==> src/rtl/udma_tx_req_arbiter.sv <==
`default_nettype none
// ============================================================================
//  Module   : udma_tx_req_arbiter
//  Purpose  : Shares one uDMA TX linear channel read port between N_REQ
//             peripheral TX requesters. Requests are arbitrated round-robin,
//             one grant per cycle, and an in-order ID FIFO steers each read
//             response back to the requester that issued it.
//  Revision : 1.0 - initial release
// ----------------------------------------------------------------------------
//  Parameters
//    N_REQ      number of requesters (2..16)
//    DATA_WIDTH width of the TX data bus
//    MAX_OUTST  depth of the outstanding-grant ID FIFO (power of two, >= 2)
//
//  Ports
//    sys_clk_i       in   1            system clock, rising edge
//    rstn_i          in   1            asynchronous active-low reset
//    req_i           in   N_REQ        per-requester read request
//    datasize_i      in   2*N_REQ      per-requester datasize, slice k = [2k+1:2k]
//    gnt_o           out  N_REQ        one-hot grant (same cycle as mst_gnt_i)
//    data_o          out  DATA_WIDTH   response data broadcast to all requesters
//    valid_o         out  N_REQ        per-requester response valid
//    ready_i         in   N_REQ        per-requester response ready
//    mst_req_o       out  1            request to the uDMA TX channel
//    mst_datasize_o  out  2            datasize of the selected requester
//    mst_gnt_i       in   1            grant from the uDMA TX channel
//    mst_data_i      in   DATA_WIDTH   response data from the channel
//    mst_valid_i     in   1            response valid from the channel
//    mst_ready_o     out  1            response ready to the channel
//
//  Optional build macro UDMA_TX_ARB_ERR_EN adds:
//    err_o           out  1            sticky flag: response seen with no
//                                      outstanding grant
//    err_clr_i       in   1            clears err_o (set wins over clear)
// ============================================================================
module udma_tx_req_arbiter #(
  parameter int N_REQ      = 4,
  parameter int DATA_WIDTH = 32,
  parameter int MAX_OUTST  = 4
) (
  input  logic                    sys_clk_i,
  input  logic                    rstn_i,
  input  logic [N_REQ-1:0]        req_i,
  input  logic [2*N_REQ-1:0]      datasize_i,
  output logic [N_REQ-1:0]        gnt_o,
  output logic [DATA_WIDTH-1:0]   data_o,
  output logic [N_REQ-1:0]        valid_o,
  input  logic [N_REQ-1:0]        ready_i,
`ifdef UDMA_TX_ARB_ERR_EN
  output logic                    err_o,
  input  logic                    err_clr_i,
`endif
  output logic                    mst_req_o,
  output logic [1:0]              mst_datasize_o,
  input  logic                    mst_gnt_i,
  input  logic [DATA_WIDTH-1:0]   mst_data_i,
  input  logic                    mst_valid_i,
  output logic                    mst_ready_o
);

  // --------------------------------------------------------------------------
  // Local widths
  // --------------------------------------------------------------------------
  localparam int RR_W  = $clog2(N_REQ);
  localparam int PTR_W = $clog2(MAX_OUTST);
  localparam int CNT_W = $clog2(MAX_OUTST) + 1;

  localparam logic [RR_W:0]    N_REQ_EXT = (RR_W+1)'(N_REQ);
  localparam logic [CNT_W-1:0] CNT_FULL  = CNT_W'(MAX_OUTST);

  // --------------------------------------------------------------------------
  // State
  // --------------------------------------------------------------------------
  logic [RR_W-1:0]  rr_ptr;
  logic [RR_W-1:0]  fifo_mem [MAX_OUTST];
  logic [PTR_W-1:0] wr_ptr;
  logic [PTR_W-1:0] rd_ptr;
  logic [CNT_W-1:0] count;

  // --------------------------------------------------------------------------
  // Combinational signals
  // --------------------------------------------------------------------------
  logic            any_req;
  logic            fifo_full;
  logic            fifo_empty;
  logic [RR_W-1:0] sel;
  logic [RR_W:0]   scan_idx;
  logic            sel_found;
  logic [RR_W-1:0] rr_next;
  logic [RR_W:0]   rr_inc;
  logic [RR_W-1:0] head;
  logic            push;
  logic            pop;

  assign any_req    = |req_i;
  assign fifo_full  = (count == CNT_FULL);
  assign fifo_empty = (count == '0);
  assign head       = fifo_mem[rd_ptr];

  // --------------------------------------------------------------------------
  // Round-robin selection: first asserted request starting at rr_ptr.
  // rr_ptr + i is below 2*N_REQ, so one conditional subtract gives the modulo
  // without a divider, also for non power-of-two N_REQ.
  // --------------------------------------------------------------------------
  always_comb begin
    sel       = '0;
    sel_found = 1'b0;
    scan_idx  = '0;
    for (int i = 0; i < N_REQ; i++) begin
      scan_idx = {1'b0, rr_ptr} + (RR_W+1)'(i);
      if (scan_idx >= N_REQ_EXT) begin
        scan_idx = scan_idx - N_REQ_EXT;
      end
      if (!sel_found && req_i[scan_idx[RR_W-1:0]]) begin
        sel_found = 1'b1;
        sel       = scan_idx[RR_W-1:0];
      end
    end
  end

  // Pointer moves to the requester after the one just granted.
  always_comb begin
    rr_inc  = {1'b0, sel} + (RR_W+1)'(1);
    rr_next = rr_inc[RR_W-1:0];
    if (rr_inc == N_REQ_EXT) begin
      rr_next = '0;
    end
  end

  // --------------------------------------------------------------------------
  // Request path: a full ID FIFO blocks new requests so every response always
  // has an owner recorded.
  // --------------------------------------------------------------------------
  assign mst_req_o = any_req & ~fifo_full;
  assign push      = mst_req_o & mst_gnt_i;

  always_comb begin
    mst_datasize_o = 2'b00;
    if (any_req) begin
      mst_datasize_o = datasize_i[{sel, 1'b0} +: 2];
    end
  end

  always_comb begin
    gnt_o = '0;
    if (push) begin
      gnt_o[sel] = 1'b1;
    end
  end

  // --------------------------------------------------------------------------
  // Response path: pure passthrough steered by the FIFO head. With the FIFO
  // empty the channel is always accepted so a stray beat cannot lock it up.
  // --------------------------------------------------------------------------
  assign data_o = mst_data_i;

  always_comb begin
    valid_o     = '0;
    mst_ready_o = 1'b1;
    if (!fifo_empty) begin
      valid_o[head] = mst_valid_i;
      mst_ready_o   = ready_i[head];
    end
  end

  assign pop = ~fifo_empty & mst_valid_i & mst_ready_o;

  // --------------------------------------------------------------------------
  // Arbiter and FIFO control state
  // --------------------------------------------------------------------------
  always_ff @(posedge sys_clk_i or negedge rstn_i) begin
    if (!rstn_i) begin
      rr_ptr <= '0;
      wr_ptr <= '0;
      rd_ptr <= '0;
      count  <= '0;
    end else begin
      if (push) begin
        rr_ptr <= rr_next;
        wr_ptr <= wr_ptr + PTR_W'(1);
      end
      if (pop) begin
        rd_ptr <= rd_ptr + PTR_W'(1);
      end
      // Push and pop together leave the occupancy unchanged.
      case ({push, pop})
        2'b10:   count <= count + CNT_W'(1);
        2'b01:   count <= count - CNT_W'(1);
        default: count <= count;
      endcase
    end
  end

  // ID storage. A push into an empty FIFO is only visible at the head from
  // the next cycle, so a same-cycle response is treated as unowned.
  always_ff @(posedge sys_clk_i or negedge rstn_i) begin
    if (!rstn_i) begin
      for (int i = 0; i < MAX_OUTST; i++) begin
        fifo_mem[i] <= '0;
      end
    end else if (push) begin
      fifo_mem[wr_ptr] <= sel;
    end
  end

  // --------------------------------------------------------------------------
  // Optional protocol-error flag
  // --------------------------------------------------------------------------
`ifdef UDMA_TX_ARB_ERR_EN
  logic proto_err;

  assign proto_err = fifo_empty & mst_valid_i;

  always_ff @(posedge sys_clk_i or negedge rstn_i) begin
    if (!rstn_i) begin
      err_o <= 1'b0;
    end else if (proto_err) begin
      err_o <= 1'b1;
    end else if (err_clr_i) begin
      err_o <= 1'b0;
    end
  end
`endif

endmodule
`default_nettype wire
==> config.mk <==
export PLATFORM = sky130hd
export DESIGN_NAME = udma_tx_req_arbiter
export DESIGN_NICKNAME = d
export VERILOG_FILES = /design/src/rtl/udma_tx_req_arbiter.sv
export SDC_FILE = /design/constraint.sdc
export NUM_CORES = 1
export LEC_CHECK = 0
export ABC_AREA = 1
export ABC_CLOCK_PERIOD_IN_PS = 2740
export CAP_MARGIN = 10
export CORE_MARGIN = 4
export CORE_UTILIZATION = 38
export DETAILED_ROUTE_END_ITERATION = 12
export PLACE_DENSITY = 0.85
export SYNTH_ARGS = -nofsm -noshare
export SYNTH_HDL_FRONTEND = slang
export SYNTH_SLANG_ARGS = --single-unit
==> constraint.sdc <==
create_clock -name sys_clk_i -period 2.74 [get_ports sys_clk_i]
set_input_delay 0.548 -clock sys_clk_i [delete_from_list [all_inputs] [get_ports sys_clk_i]]
set_output_delay 0.548 -clock sys_clk_i [all_outputs]
set_load 0.05 [all_outputs]
* After elaboration in Yosys (flattened, before gate mapping) *
Index checks and enable logic that the tools add are counted.

storage, ports and cells
  flip-flop bits (word level) = 17
  output and inout bits = 44
  word-level logic and storage cells = 98

cells by class
  add/subtract/negate cells = 12
  magnitude comparators = 15
  eq/ne operators = 4
  shifts and indexed selects = 1
  mux-type cells = 37
  bitwise operators = 9
  reduce and logical (&&, ||, !) cells = 12

operator list
  cell                                                                number
  2-to-1 mux 2 bit                                                    13
  less-than comparator 2 x 3 -> 1 bit (second input constant)         6
  greater-or-equal comparator 3 bit (second input constant)           5
  2-to-1 mux 1 bit                                                    11
  binary-select mux 1 bit (select 2 bit)                              5
  bitwise mux 8 bit                                                   1
  2-to-1 mux 4 bit                                                    2
  indexed part select 8 x 4 -> 2 bit                                  1
  subtractor 2 x 1 -> 2 bit (second input constant)                   4
  adder 2 x 1 -> 3 bit (second input constant)                        2
  adder 2 x 2 -> 3 bit (second input constant)                        2
  == test 3 bit (second input constant)                               2
  logical AND 1 bit                                                   6
  inverter 2 -> 3 bit                                                 2
  one-hot mux 3 bit (2 select lines)                                  1
  adder 2 x 1 -> 2 bit (second input constant)                        2
  bitwise AND 1 bit                                                   4
  bitwise AND 4 bit                                                   1
  binary-select mux 2 bit (select 2 bit)                              1
  demux 1 bit (select 2 bit)                                          2
  demux 2 bit (select 2 bit)                                          1
  greater-or-equal comparator 2 x 1 -> 1 bit (second input constant)  2
  OR reduction 4 bit                                                  1
  adder 3 x 1 -> 3 bit (second input constant)                        1
  other kinds (9)                                                     12

* Longest topological paths before layout *
  depth after elaboration = 19
  gate-level depth with buffers = 18
  mapped depth without buffers = 17

* Worst setup path before layout *
OpenSTA, ideal clock, no wires.

  path type = input -> output
  start = input port req_i[3]
  end = output port gnt_o[0]
  data arrival time = 2182 ps
  path slack = 10 ps
  stages on the path = 11
  buffers on the path = 0
  cell sequence = inv_1 > nand2_1 > and2_4 > a21oi_4 > nand2_2 > nand2_2 > nand2_4 > inv_2 > ha_1 > inv_1 > nor2_1

on the way
  cells in the longest elaborated chain, start to end = 17

ends and longest elaborated chain
  what                                                                                                                            line  RTL
  from (decl)                                                                                                                     43    input logic [N_REQ-1:0] req_i,
  binary-select mux 1 bit (select 2 bit)                                                                                          114   if (!sel_found && req_i[scan_idx[RR_W-1:0]]) begin
  2-to-1 mux 1 bit (not written as such)                                                                                          114
  2-to-1 mux 1 bit                                                                                                                114
  logical NOT 1 bit                                                                                                               114
  logical AND 1 bit                                                                                                               114
  2-to-1 mux 1 bit                                                                                                                114
  logical NOT 1 bit                                                                                                               114
  logical AND 1 bit                                                                                                               114
  (+2 left out)                                                                                                                   n/a
  logical AND 1 bit                                                                                                               114
  2-to-1 mux 2 bit (*)                                                                                                            114
  via sel[0]                                                                                                                      86    logic [RR_W-1:0] sel;
  less-than comparator 2 x 3 -> 1 bit (not written as such) / greater-or-equal comparator 2 x 1 -> 1 bit (equally long branches)  147   gnt_o[sel] = 1'b1;
  logical AND 1 bit (not written as such)                                                                                         147
  2-to-1 mux 1 bit (not written as such)                                                                                          147
  demux 1 bit (select 2 bit) (*)                                                                                                  147
  2-to-1 mux 4 bit (*)                                                                                                            146   if (push) begin
  to (decl)                                                                                                                       45    output logic [N_REQ-1:0] gnt_o,

Mark *: on every way through the listed nets, which the timed path passes. The rest lies on a longest branch. The select of a mux whose other input is x is not followed.

* Worst setup path after layout *
  start = input port req_i[2]
  end = output port mst_datasize_o[1]

on the way
  cells in the longest elaborated chain, start to end = 14

ends and longest elaborated chain
  what                                    line  RTL
  binary-select mux 1 bit (select 2 bit)  114
  2-to-1 mux 1 bit (not written as such)  114
  2-to-1 mux 1 bit                        114
  logical NOT 1 bit                       114
  logical AND 1 bit                       114
  2-to-1 mux 1 bit                        114
  logical NOT 1 bit                       114
  logical AND 1 bit                       114
  2-to-1 mux 1 bit                        114
  logical NOT 1 bit                       114
  logical AND 1 bit                       114
  2-to-1 mux 2 bit (*)                    114
  via sel[0]                              86
  indexed part select 8 x 4 -> 2 bit (*)  140   mst_datasize_o = datasize_i[{sel, 1'b0} +: 2];
  2-to-1 mux 2 bit (*)                    139   if (any_req) begin
  to (decl)                               54    output logic [1:0] mst_datasize_o,

Marks and branches as above.

==> impl_metrics.ini <==
[clocking]
clk_latency_ns = 0.25
cts_buffers = 3
cts_sinks = 17
cts_tree = done
htreeDepth = 1
postCtsHoldBufs = 0
clkTransAtPathRegs_ns = 0.06
root_buffer = clkbuf_8
clock_path_buffers = 2

[finish]
finalCoreUtilization_pct = 52.2
post_route_cells_drive_above_1_share_pct = 33.3
area_growth_pct = 31.9
nNetsFinal = 300
fillers = 368
antenna-diode-count = 0

[detailed_routing]
totalWireLength_um = 3330
vias_per_cell = 4.77
drc = 0
wl_per_cell_um = 11.6
drtIter0Drc = 32
dr.pass1.iters = 4
via_count = 1368
ant_nets = 0

[logic_synthesis]
ys_warn_count = 0
yosysSeqAreaShare_pct = 26.7
synth_cell_types = 29
syn_nets = 284
syn_inst = 222
synth_area_per_cell_sq_um = 7.19
syn-cell-area_sq_um = 1600
ys_ff_latch = 17

[worst_setup_path]
start_kind = input pin
crit_required_ns = 2.19
cp_slowest_cell = dlygate4sd2_1
path_buf_inv = 4
worstPathArrival_ns = 2.12
max_stage_delay_ns = 0.25
critPathKind = in -> out
timing.reg2reg.setup_slack_ns = 0.25
critical_path_peak_fanout = 8
path_cells = dlygate4sd2_1 -> inv_2 -> nand2_2 -> and2_4 -> a21oi_4 -> buf_6 -> nand4_4 -> nand2_8 -> nand2_2 -> nand3_2 -> nand2_1 -> nor2_2 -> buf_12
worst_setup_path_end_kind = output pin
crit_family = simple AND/OR/NAND/NOR gates
path_common_cell = nand2_2

[sta]
worstMarginPinSlew_ns = 0.738
final-setup-viol-count = 0
rsz0062_at_grt = yes
holdWs_ns = 0.486
slew_headroom_pct = 50.6
clock.fmax_ghz = 0.374
period_share_pct = 97.5
period_needed_ns = 2.67
hold_viol = 0
fin_ws_ns = 0.0682
worst_clock_skew_ns = 0.00435
maxSlewViolCount = 0
tns_ns = 0

[global_routing]
grt_max_degree = 18
grt_pass1_wl_um = 5200
antenna_found_initial = 0
grt_use_met1_pct = 13.7
grt.met3_usage_pct = 1.52
grt_pass1_vias = 1249
busiest_layer = met2
grt_overflow = 0
grt_use_met2_pct = 22.7
grt_use_total_pct = 12.2

[floorplanning]
rows = 23
io_pins = 96
dieArea_sq_um = 5300
die_w_um = 72.8
core_sq_um = 4030
die_h_um = 72.8
floorplan.initialDensity_pct = 39.6

[placement]
gp_congestion = 0.867
io_buffers = 31
dp_hpwl_um = 2430
pre_cts_slack_ns = -0.193

[run]
cap_violations = 0

[pwr]
power_density_nw_per_um2 = 1610
ir_drop_mv = 0.698
power_leakage_nw = 1.01

[outcome]
status = finished, final reports clean

[worst_hold_path]
hold_path_class = reg -> reg
==> power breakdown <==
part	leakage (nW)	switching, mW	internal [mW]	total [mW]
combinational	0.775	1.56	1.16	2.72
clock	0.0228	0.0821	0.103	0.185
sequential	0.209	0.103	0.375	0.478
total	1.01	1.75	1.63	3.38
==> area by class of cell <==
type	instances	area [sq um]	share of cell area (%)
flip-flops and latches	17	428	20.3
repair buffers	45	546	25.9
multi-input cells	144	912	43.3
inverters	27	111	5.29
well taps	50	62.6	2.97
clock buffers	4	45.0	2.14
==> synthesized netlist by cell type <==
cell | n | share of area, %
nand4_1 | 3 | 1.2
o21ai_1 | 10 | 3.1
o31ai_1 | 1 | 0.47
nand3_2 | 2 | 1.3
a21oi_1 | 1 | 0.31
inv_1 | 20 | 4.7
nor2_2 | 1 | 0.39
o21ai_0 | 5 | 1.6
fa_1 | 1 | 1.3
nand2_2 | 5 | 2.0
nand2_4 | 1 | 0.71
buf_6 | 1 | 0.71
a21oi_4 | 1 | 1.0
nand2_1 | 67 | 16
or2_1 | 3 | 1.2
nand3_1 | 12 | 3.8
ha_1 | 9 | 7.1
nor3_1 | 4 | 1.3
dfrtp_1 | 17 | 27
buf_4 | 33 | 16
xnor2_1 | 2 | 1.1
inv_2 | 6 | 1.4
xor2_1 | 2 | 1.1
a32oi_2 | 1 | 1.0
inv_6 | 1 | 0.55
and2_4 | 1 | 0.55
nor2_4 | 1 | 0.71
nor2_1 | 10 | 2.4
nand4_4 | 1 | 1.3
==> worst min-delay path: stages, from the launching register on <==
cell and delay (ns):
dfrtp_1 0.34, nand2_1 0.05, o21ai_1 0.06
==> final timing paths <==
| check | start | end | cells past startpoint |
|---|---|---|---|
| setup / recovery | req_i[2] | mst_datasize_o[1] | 13 |
| hold / removal | fifo_mem[5]$_DFFE_PN0P_ | fifo_mem[5]$_DFFE_PN0P_ | 2 |
| setup reg to reg | rd_ptr[0]$_DFFE_PN0P_ | count[2]$_DFFE_PN0P_ | 12 |
| hold reg to reg | fifo_mem[5]$_DFFE_PN0P_ | fifo_mem[5]$_DFFE_PN0P_ | 2 |
| max in group asynchronous | rstn_i | rd_ptr[0]$_DFFE_PN0P_ | 1 |
| min in group asynchronous | rstn_i | wr_ptr[1]$_DFFE_PN0P_ | 1 |
==> through the flow <==
step	cell area (sq um)	instances	power [mW]
2_1_floorplan	1600	222	2.08
3_3_place_gp	1890	277	2.78
3_5_place_dp	1890	277	2.84
4_1_cts	2000	282	3.18
5_1_grt	2100	287	3.65
6_report	2100	287	3.38
==> cell families (layout without fill, tap and decap cells) <==
| family | count (synthesis) | after routing | synth area share (%) |
|---|---|---|---|
| simple gates | 111 | 111 | 32.4 |
| buf+inv | 61 | 76 | 22.9 |
| compound gates | 19 | 19 | 7.53 |
| flops | 17 | 17 | 26.7 |
| fa+ha+maj | 10 | 10 | 8.31 |
| xor+xnor | 4 | 4 | 2.20 |
==> flip-flops by register name, summed over array words and instances (netlist names) <==
name      flops
count         3
rd_ptr        2
wr_ptr        2
fifo_mem      8
rr_ptr        2
==> routing by layer <==
layer / up-vias / routed length, um
met5: - / 0
met4: 0 / 60
met2: 36 / 1750
li1: 698 / -
met1: 625 / 1320
met3: 9 / 205
==> repair_timing <==
action / CTS / global route
buffers inserted: 1 / 5
endpoints found under the setup margin: 6 / 7
pin swaps: 20 / 9
gates resized for setup: 26 / 24
==> layout by cell type (no fill, tap or decap), drive strengths merged <==
| cell type | instances |
|---|---|
| nor3 | 4 |
| clkdlybuf4s50 | 15 |
| clkbuf | 4 |
| xor2 | 2 |
| a32oi | 1 |
| ha | 9 |
| o31ai | 1 |
| inv | 26 |
| buf | 26 |
| and2 | 1 |
| nand3 | 14 |
| nor2 | 12 |
| nand2 | 73 |
| dfrtp | 17 |
| fa | 1 |
| dlygate4sd2 | 4 |
| a21oi | 2 |
| nand4 | 4 |
| clkinv | 1 |
| xnor2 | 2 |
| or2 | 3 |
| o21ai | 15 |
(Power assumes the default switching activity.)
